**src/rtl/bus_wrr_arbiter.sv**
```systemverilog
// Weighted round-robin bus arbiter: one-hot grant per device, burst credit, stall watchdog.
// Latency: 1 cycle from pending (in IDLE) to grant; release is followed by a 1-cycle GAP plus 1 IDLE cycle.
// Backpressure: a grant holds until its credit is used, its pending flag drops, or the watchdog fires.
//
// Ports:
//   clk, reset          - clock, synchronous active-high reset
//   pndng[drvrs]        - per-device packet waiting
//   xfer_done           - granted device completed one packet (ignored when not granting)
//   cfg_we/idx/wgt      - weight write port (idx >= drvrs ignored, weight 0 masks the device)
//   gnt, gnt_vld        - one-hot grant and its valid
//   gnt_id              - binary grantee index, holds its last value while idle
//   tmo_err             - one-cycle pulse when the watchdog revokes a grant
module bus_wrr_arbiter #(
    parameter int drvrs = 5,
    parameter int wgt_w = 4,
    parameter int tmo   = 16
) (
    input  logic                     clk,
    input  logic                     reset,
    input  logic [drvrs-1:0]         pndng,
    input  logic                     xfer_done,
    input  logic                     cfg_we,
    input  logic [$clog2(drvrs)-1:0] cfg_idx,
    input  logic [wgt_w-1:0]         cfg_wgt,
    output logic [drvrs-1:0]         gnt,
    output logic                     gnt_vld,
    output logic [$clog2(drvrs)-1:0] gnt_id,
    output logic                     tmo_err
);

    localparam int id_w = $clog2(drvrs);
    localparam int wd_w = $clog2(tmo);

    localparam logic [id_w:0]      drvrs_c = (id_w + 1)'(drvrs);
    localparam logic [id_w-1:0]    last_id = id_w'(drvrs - 1);
    localparam logic [drvrs-1:0]   one_hot0 = drvrs'(1);
    localparam logic [wd_w-1:0]    wd_last = wd_w'(tmo - 1);

    typedef enum logic [1:0] {
        IDLE,
        GRANT,
        GAP
    } state_t;

    state_t           state, state_n;
    logic [id_w-1:0]  ptr, ptr_n;
    logic [wgt_w-1:0] credit, credit_n;
    logic [wd_w-1:0]  wdog, wdog_n;
    logic [drvrs-1:0] gnt_n;
    logic [id_w-1:0]  gnt_id_n;
    logic             tmo_err_n;
    logic [wgt_w-1:0] wgt [drvrs];

    // Rotating priority search starting at ptr.
    logic             any_elig;
    logic [id_w-1:0]  win;
    logic [id_w-1:0]  idx;
    logic             rel;

    always_comb begin
        any_elig = 1'b0;
        win      = '0;
        idx      = '0;
        // Walk offsets from farthest to nearest so the nearest eligible
        // device (ptr itself first) is the one left in win.
        for (int k = drvrs - 1; k >= 0; k--) begin
            idx = id_w'((int'(ptr) + k) % drvrs);
            if (pndng[idx] && (wgt[idx] != '0)) begin
                any_elig = 1'b1;
                win      = idx;
            end
        end
    end

    always_comb begin
        state_n   = state;
        ptr_n     = ptr;
        credit_n  = credit;
        wdog_n    = wdog;
        gnt_n     = gnt;
        gnt_id_n  = gnt_id;
        tmo_err_n = 1'b0;
        rel       = 1'b0;
        case (state)
            IDLE: begin
                if (any_elig) begin
                    gnt_n    = one_hot0 << win;
                    gnt_id_n = win;
                    credit_n = wgt[win];
                    wdog_n   = '0;
                    state_n  = GRANT;
                end
            end
            GRANT: begin
                if (xfer_done) begin
                    credit_n = credit - wgt_w'(1);
                    wdog_n   = '0;
                    if (credit == wgt_w'(1)) begin
                        rel = 1'b1;
                    end
                end else if (wdog == wd_last) begin
                    // tmo cycles in a row without a completed transfer.
                    rel       = 1'b1;
                    tmo_err_n = 1'b1;
                end else begin
                    wdog_n = wdog + 1'b1;
                end
                // Dropping the request releases even if a done arrives with it;
                // that done has already been charged above.
                if (!pndng[gnt_id]) begin
                    rel = 1'b1;
                end
                if (rel) begin
                    gnt_n   = '0;
                    ptr_n   = (gnt_id == last_id) ? '0 : gnt_id + 1'b1;
                    state_n = GAP;
                end
            end
            GAP: begin
                // Bus turnaround cycle; arbitration resumes from IDLE.
                state_n = IDLE;
            end
            default: begin
                state_n = IDLE;
                gnt_n   = '0;
            end
        endcase
    end

    always_ff @(posedge clk) begin
        if (reset) begin
            state   <= IDLE;
            ptr     <= '0;
            credit  <= '0;
            wdog    <= '0;
            gnt     <= '0;
            gnt_id  <= '0;
            tmo_err <= 1'b0;
        end else begin
            state   <= state_n;
            ptr     <= ptr_n;
            credit  <= credit_n;
            wdog    <= wdog_n;
            gnt     <= gnt_n;
            gnt_id  <= gnt_id_n;
            tmo_err <= tmo_err_n;
        end
    end

    // Weights only feed the next grant load; the running credit is untouched.
    always_ff @(posedge clk) begin
        if (reset) begin
            for (int i = 0; i < drvrs; i++) begin
                wgt[i] <= wgt_w'(1);
            end
        end else if (cfg_we && ({1'b0, cfg_idx} < drvrs_c)) begin
            wgt[cfg_idx] <= cfg_wgt;
        end
    end

    assign gnt_vld = |gnt;

endmodule
```
**config.mk**
```make
export PLATFORM = sky130hd
export DESIGN_NAME = bus_wrr_arbiter
export DESIGN_NICKNAME = d
export VERILOG_FILES = /design/src/rtl/bus_wrr_arbiter.sv
export SDC_FILE = /design/constraint.sdc
export NUM_CORES = 1
export LEC_CHECK = 0
export CORE_MARGIN = 2
export CORE_UTILIZATION = 58
export DETAILED_ROUTE_END_ITERATION = 8
export DONT_BUFFER_PORTS = 1
export PLACE_DENSITY = 0.75
export SETUP_SLACK_MARGIN = 0.05
export SLEW_MARGIN = 30
export SYNTH_ARGS = -nofsm -noshare
export SYNTH_HDL_FRONTEND = slang
export SYNTH_SLANG_ARGS = --single-unit
```
**constraint.sdc**
```tcl
create_clock -name clk -period 4.52 [get_ports clk]
set_input_delay 0.678 -clock clk [delete_from_list [all_inputs] [get_ports clk]]
set_output_delay 0.678 -clock clk [all_outputs]
set_load 0.03 [all_outputs]
```
# ---- Word level (Yosys, flattened, before mapping)
# Memory sizes are Yosys's and may differ from the RTL's.
# Cells that the tools add are included.
dict set report totals {
  regBits 22
  mem_bits_rw 20
  input_bits 16
  out_inout_bits 10
  elab_cells 110
  mem_count 1
}
# name words word_bits rd rd_ports_with_merged_regs wr line
set mem_list {}
lappend mem_list {wgt 5 4 6 0 5 52} ;# logic [wgt_w-1:0] wgt [drvrs];
dict set report op_classes {
  n_addsub 7
  n_div 5
  n_lt_le_gt_ge 7
  eq_ne 9
  shifts 1
  muxes 49
  bitwise_logic 2
  n_reduce_logical 22
}
# operator count
set op_table {}
lappend op_table {{modulo 32 x 4 -> 32 bit, second input constant} 4}
lappend op_table {{modulo 4 x 4 -> 32 bit, second input constant} 1}
lappend op_table {{less-than comparator 3 x 4 -> 1 bit, second input constant} 6}
lappend op_table {{2-to-1 mux 4 bit} 6}
lappend op_table {{2-to-1 mux 1 bit} 22}
lappend op_table {{2-to-1 mux 3 bit} 7}
lappend op_table {{nonzero test 4 bit} 5}
lappend op_table {{binary-select mux 1 bit (select 3 bit)} 6}
lappend op_table {{case mux 4 bit (2 select lines)} 2}
lappend op_table {{case mux 5 bit (3 select lines)} 1}
lappend op_table {{2-to-1 mux 5 bit} 2}
lappend op_table {{AND reduction 3 bit} 3}
lappend op_table {{adder 3 x 2 -> 4 bit, second input constant} 2}
lappend op_table {{logical AND 1 bit} 6}
lappend op_table {{!= test 2 bit, second input constant} 3}
lappend op_table {{AND reduction 2 bit} 3}
lappend op_table {{OR reduction 5 bit} 1}
lappend op_table {{<< shifter 1 x 3 -> 5 bit, first input constant} 1}
lappend op_table {{adder 3 x 1 -> 4 bit, second input constant} 1}
lappend op_table {{adder 3 x 3 -> 4 bit, second input constant} 1}
lappend op_table {{adder 4 x 1 -> 4 bit, second input constant} 1}
lappend op_table {{equality test 4 x 1 -> 1 bit, second input constant} 1}
lappend op_table {{equality test 4 bit, second input constant} 1}
lappend op_table {{2-to-1 mux 2 bit} 2}
lappend op_table {{other kinds (13)} 14}

# ---- Depth between registers and ports, before layout
dict set report logic_depth {
  word_depth 13
  depth_mapped 21
  mapped_depth_nobuf 19
}

# ---- Worst setup path before layout
# Ideal clock, no wire load.
dict set report synth_timing {
  kind {reg-to-reg}
  start {reg ptr[1]}
  end {reg credit[2]}
  setup_time_ps 138
  arrival_ps 4337
  required_time_ps 4382
  slack_ps 45
  stages_incl_launch_ff 19
  path_buffers 0
  synth_period_minus_slack_ps 4475
  cell_sequence {dfxtp_1 -> inv_1 -> ha_1 -> o21ai_0 -> nand2_1 -> xnor2_1 -> ha_1 -> fa_1 -> a21boi_0 -> nand3_1 -> mux2_2 -> nand2_1 -> o211ai_1 -> a31oi_1 -> a311oi_1 -> a311oi_2 -> mux4_1 -> nand2_1 -> a41oi_1}
}
dict set report synth_between {
  elab_chain_cells 13
  elab_cells_between_ends 44
  cone_classes {add/sub (4); div (5); eq/ne (1); mux (22); reduce/logical (11); memory (1)}
}
# element line
set synth_rtl {}
lappend synth_rtl {{from (decl)} 46} ;# logic [id_w-1:0] ptr, ptr_n;
lappend synth_rtl {{from (signal assigned)} 141} ;# ptr <= ptr_n;
lappend synth_rtl {{adder 3 x 3 -> 4 bit} 67} ;# idx = id_w'((int'(ptr) + k) % drvrs);
lappend synth_rtl {{modulo 32 x 4 -> 32 bit} 67}
lappend synth_rtl {{memory (5 x 4 bit) / binary-select mux 1 bit (select 3 bit) (equally long branches)} n/a}
lappend synth_rtl {{nonzero test 4 bit / 2-to-1 mux 1 bit (equally long branches)} 68} ;# if (pndng[idx] && (wgt[idx] != '0)) begin
lappend synth_rtl {{logical AND 1 bit} 68}
lappend synth_rtl {{2-to-1 mux 3 bit (5 in a row)} 68}
lappend synth_rtl {{memory (5 x 4 bit)} n/a}
lappend synth_rtl {{2-to-1 mux 4 bit} 86} ;# if (any_elig) begin
lappend synth_rtl {{case mux 4 bit (2 select lines)} 84} ;# case (state)
lappend synth_rtl {{to (signal assigned)} 142} ;# credit <= credit_n;
lappend synth_rtl {{to (decl)} 47} ;# logic [wgt_w-1:0] credit, credit_n;
# Parallel ways exist; a longest one is shown, timed or not. The select of a mux whose other input is x is not followed.
# A chain may end at the register's enable or synchronous reset.

# ---- Final worst setup path
dict set report layout_timing {
  start {reg ptr[1]}
  end {reg credit[3]}
}
# Same word-level chain as after synthesis.

==> impl_metrics.ini <==
[clock_tree]
cts_made_buffers = 5
h-tree-depth = 2
clock_latency_ps = 300
cts.clk_slew.worst_paths_ps = 90
tritoncts = done
cts.sinks = 44
clock_path_buffers = 2
cts_root_buf = clkbuf_8

[sta]
setup_tns_ps = 0
max_freq_ghz = 0.233
layout_min_cycle_time_ps = 4300
skew_ps = 9.43
final_max_slew_viol_count = 0
worst_slew_pin_slew_ps = 987
slew_headroom = 0.333
hold_ws_ps = 446
setup_viol = 0
rsz0062_at_grt = no
final.period_utilization = 0.951
hold_violations = 0

[synthesis]
ys_warn_count = 0
avgSynthCellArea_um2 = 8.78
async_flop_share = 0
yosysMostFrequentCell = nand2_1
synthCells = 451
synth_edf_count = 22
yosysTopAreaCell = edfxtp_1
synth_area_um2 = 3960
synth_ff_type = edfxtp_1
netlist_top_cells_area = edfxtp_1 17%, dfxtp_1 11%, ha_1 8.2%
ys_ff_latch = 44
yosys.cell_types.count = 83
yosys.area.top_type_share = 0.167
ys_top_cells_by_count = 38 x nand2_1, 36 x nor2_1, 32 x a21oi_1
ys_seq_area_frac = 0.278

[critical_path]
r2r_end = credit[3]$_SDFFE_PP0P_
worst-path-max-fanout = 10
end_kind = flop
cp_data_arrival_time_ps = 4480
rrSetupSlack_ps = 220
r2r-start = ptr[1]$_SDFFE_PP0P_
crit_type = flop to flop
worstPathRequired_ps = 4700
cp-start-kind = flop
reg2regPathDepth = 19

[power_and_ir_drop]
leakage_nw = 1.68
vdd_drop_max_uv = 376
p_per_area_nw_per_um2 = 790
total_power_mw = 3.50

[route]
vias = 3587
drt_pass1_iterations = 6
vias_per_cell = 6.49
remaining_drc_errors = 0
drtAntennaViolNets = 0
drtIter0Drc = 410
wl_per_cell_um = 18.5
wl_mm = 10.2

[die]
die_h_um = 86.6
die_area_um2 = 7510
dieWidth_um = 86.6
num_rows = 30
coreArea_um2 = 6720
start_util = 0.590
pin_count = 26

[layout]
antennaDiodeCount = 0
fin_nets = 515
fillCellCount = 571
postLayoutCoreUtil = 0.659
synthToLayoutAreaGrowth_pct = 11.7
stdcell_area_um2 = 4430
final_layout_size_suffix_gt1_frac = 0.190

[hold_path]
hp-start = reset
min_to = gnt_id[0]$_SDFFE_PP0P_
hold_class = input port to flop
min_path_cells = 1

[grt]
first_global_vias = 3386
grt_usage = 0.273
grt_max_degree = 30
grt_pass1_wl_mm = 16.5
antenna_found_initial = 0
grt-ovfl-total = 0

[place]
dp_hpwl_mm = 7.67
globalplace.congestion = 0.989
place_area_um2 = 4150
io_buffers = 0

[run_status]
outcome = completed

[flow_run]
max_cap_viol_count = 0
## layout by cell type (no fill, tap or decap), types with 5 or more instances in the layout
cell,netlist,layout
nand2_1,38,36
a21oi_1,32,30
o21ai_1,5,6
o21ai_0,12,9
nor2_1,36,35
buf_4,1,27
clkbuf_8,0,5
dfxtp_1,22,22
xnor2_1,8,7
or2_2,5,5
o41a_1,5,5
and2_1,16,15
edfxtp_1,22,22
mux2i_1,17,17
nand2b_1,10,10
o41ai_1,5,5
a211o_1,6,6
nor3_1,23,23
nand3_1,15,15
nand4_1,6,6
nor2b_1,8,6
ha_1,26,25
inv_1,14,14
or3_1,5,5
## registers in the layout (all words and copies together) (netlist names)
signal / cells
credit: 4
gnt: 5
gnt_id: 3
ptr: 3
state: 2
tmo_err: 1
wdog: 4
wgt: 22
## worst max path at each step
stage	startpoint	to	slack (ps)	cells after the start
4_1_cts	ptr[1]$_SDFFE_PP0P_	credit[2]$_SDFFE_PP0P_	100	18
6_report	ptr[1]$_SDFFE_PP0P_	credit[3]$_SDFFE_PP0P_	220	19
3_3_place_gp	ptr[1]$_SDFFE_PP0P_	credit[2]$_SDFFE_PP0P_	210	18
5_1_grt	ptr[1]$_SDFFE_PP0P_	credit[1]$_SDFFE_PP0P_	30	21
3_5_place_dp	ptr[1]$_SDFFE_PP0P_	credit[2]$_SDFFE_PP0P_	-9	18
2_1_floorplan	ptr[1]$_SDFFE_PP0P_	credit[2]$_SDFFE_PP0P_	140	18
## what timing repair did
| action | 4_1_cts | 5_1_grt |
|---|---|---|
| setup endpoints to repair | 4 | 14 |
| setup buffers | 0 | 8 |
| pin swaps | 1 | 7 |
| gates resized for setup | 3 | 25 |
| hold buffers | 0 | 0 |
## critical path, stage by stage (launching register included)
cell	delay, ps
dfxtp_1	350
buf_4	170
ha_1	420
xnor2_4	190
ha_1	180
inv_1	40
ha_1	270
nand2b_1	180
o211ai_1	320
a21boi_1	300
a21oi_1	150
o2111ai_2	270
nand3_2	160
a311oi_2	260
a311oi_2	60
buf_4	170
buf_4	170
and3_1	180
a311oi_2	260
a211oi_2	70
## where the power goes
part	switching, mW	internal [mW]	leakage [nW]
Clock	0.144	0.167	0.0548
Sequential	0.107	0.488	0.393
Combinational	1.50	1.09	1.23
Total	1.75	1.75	1.68
## routing by layer
| metal | global-route usage | wire length, um |
|---|---|---|
| met1 | 0.386 | 4630 |
| met2 | 0.439 | 4730 |
| met3 | 0.0524 | 694 |
| met4 | 0.0497 | 174 |
| met5 | 0 | 0 |
## stage by stage
stage               setup slack [ps]  cells
floorplan                        136    452
global placement                 210    537
detailed placement             -8.55    537
CTS                             97.6    545
global route                    32.4    553
finish                           222    553
## kinds of logic (layout without fill, tap and decap cells)
group / after synthesis / count (layout) / synth area share
other: 1 / 2 / 0.000947
buffers and inverters: 30 / 51 / 0.0351
and+or+nand+nor: 187 / 187 / 0.250
muxes: 25 / 25 / 0.0739
DFF: 44 / 44 / 0.278
adders and majority gates: 27 / 27 / 0.0872
xor gates and xnor gates: 13 / 13 / 0.0401
AOI/OAI and AO/OA: 124 / 124 / 0.235
## cell type report
class	instances	area, um^2	share of cell area
Multi-Input combinational cell	378	2830	0.640
Sequential cell	44	1100	0.249
Timing Repair Buffer	28	223	0.0503
Tap cell	80	100	0.0226
Clock buffer	5	68.8	0.0155
Inverter	15	56.3	0.0127
Clock inverter	3	46.3	0.0105
Note: power is estimated with default switching activity, not from simulation.
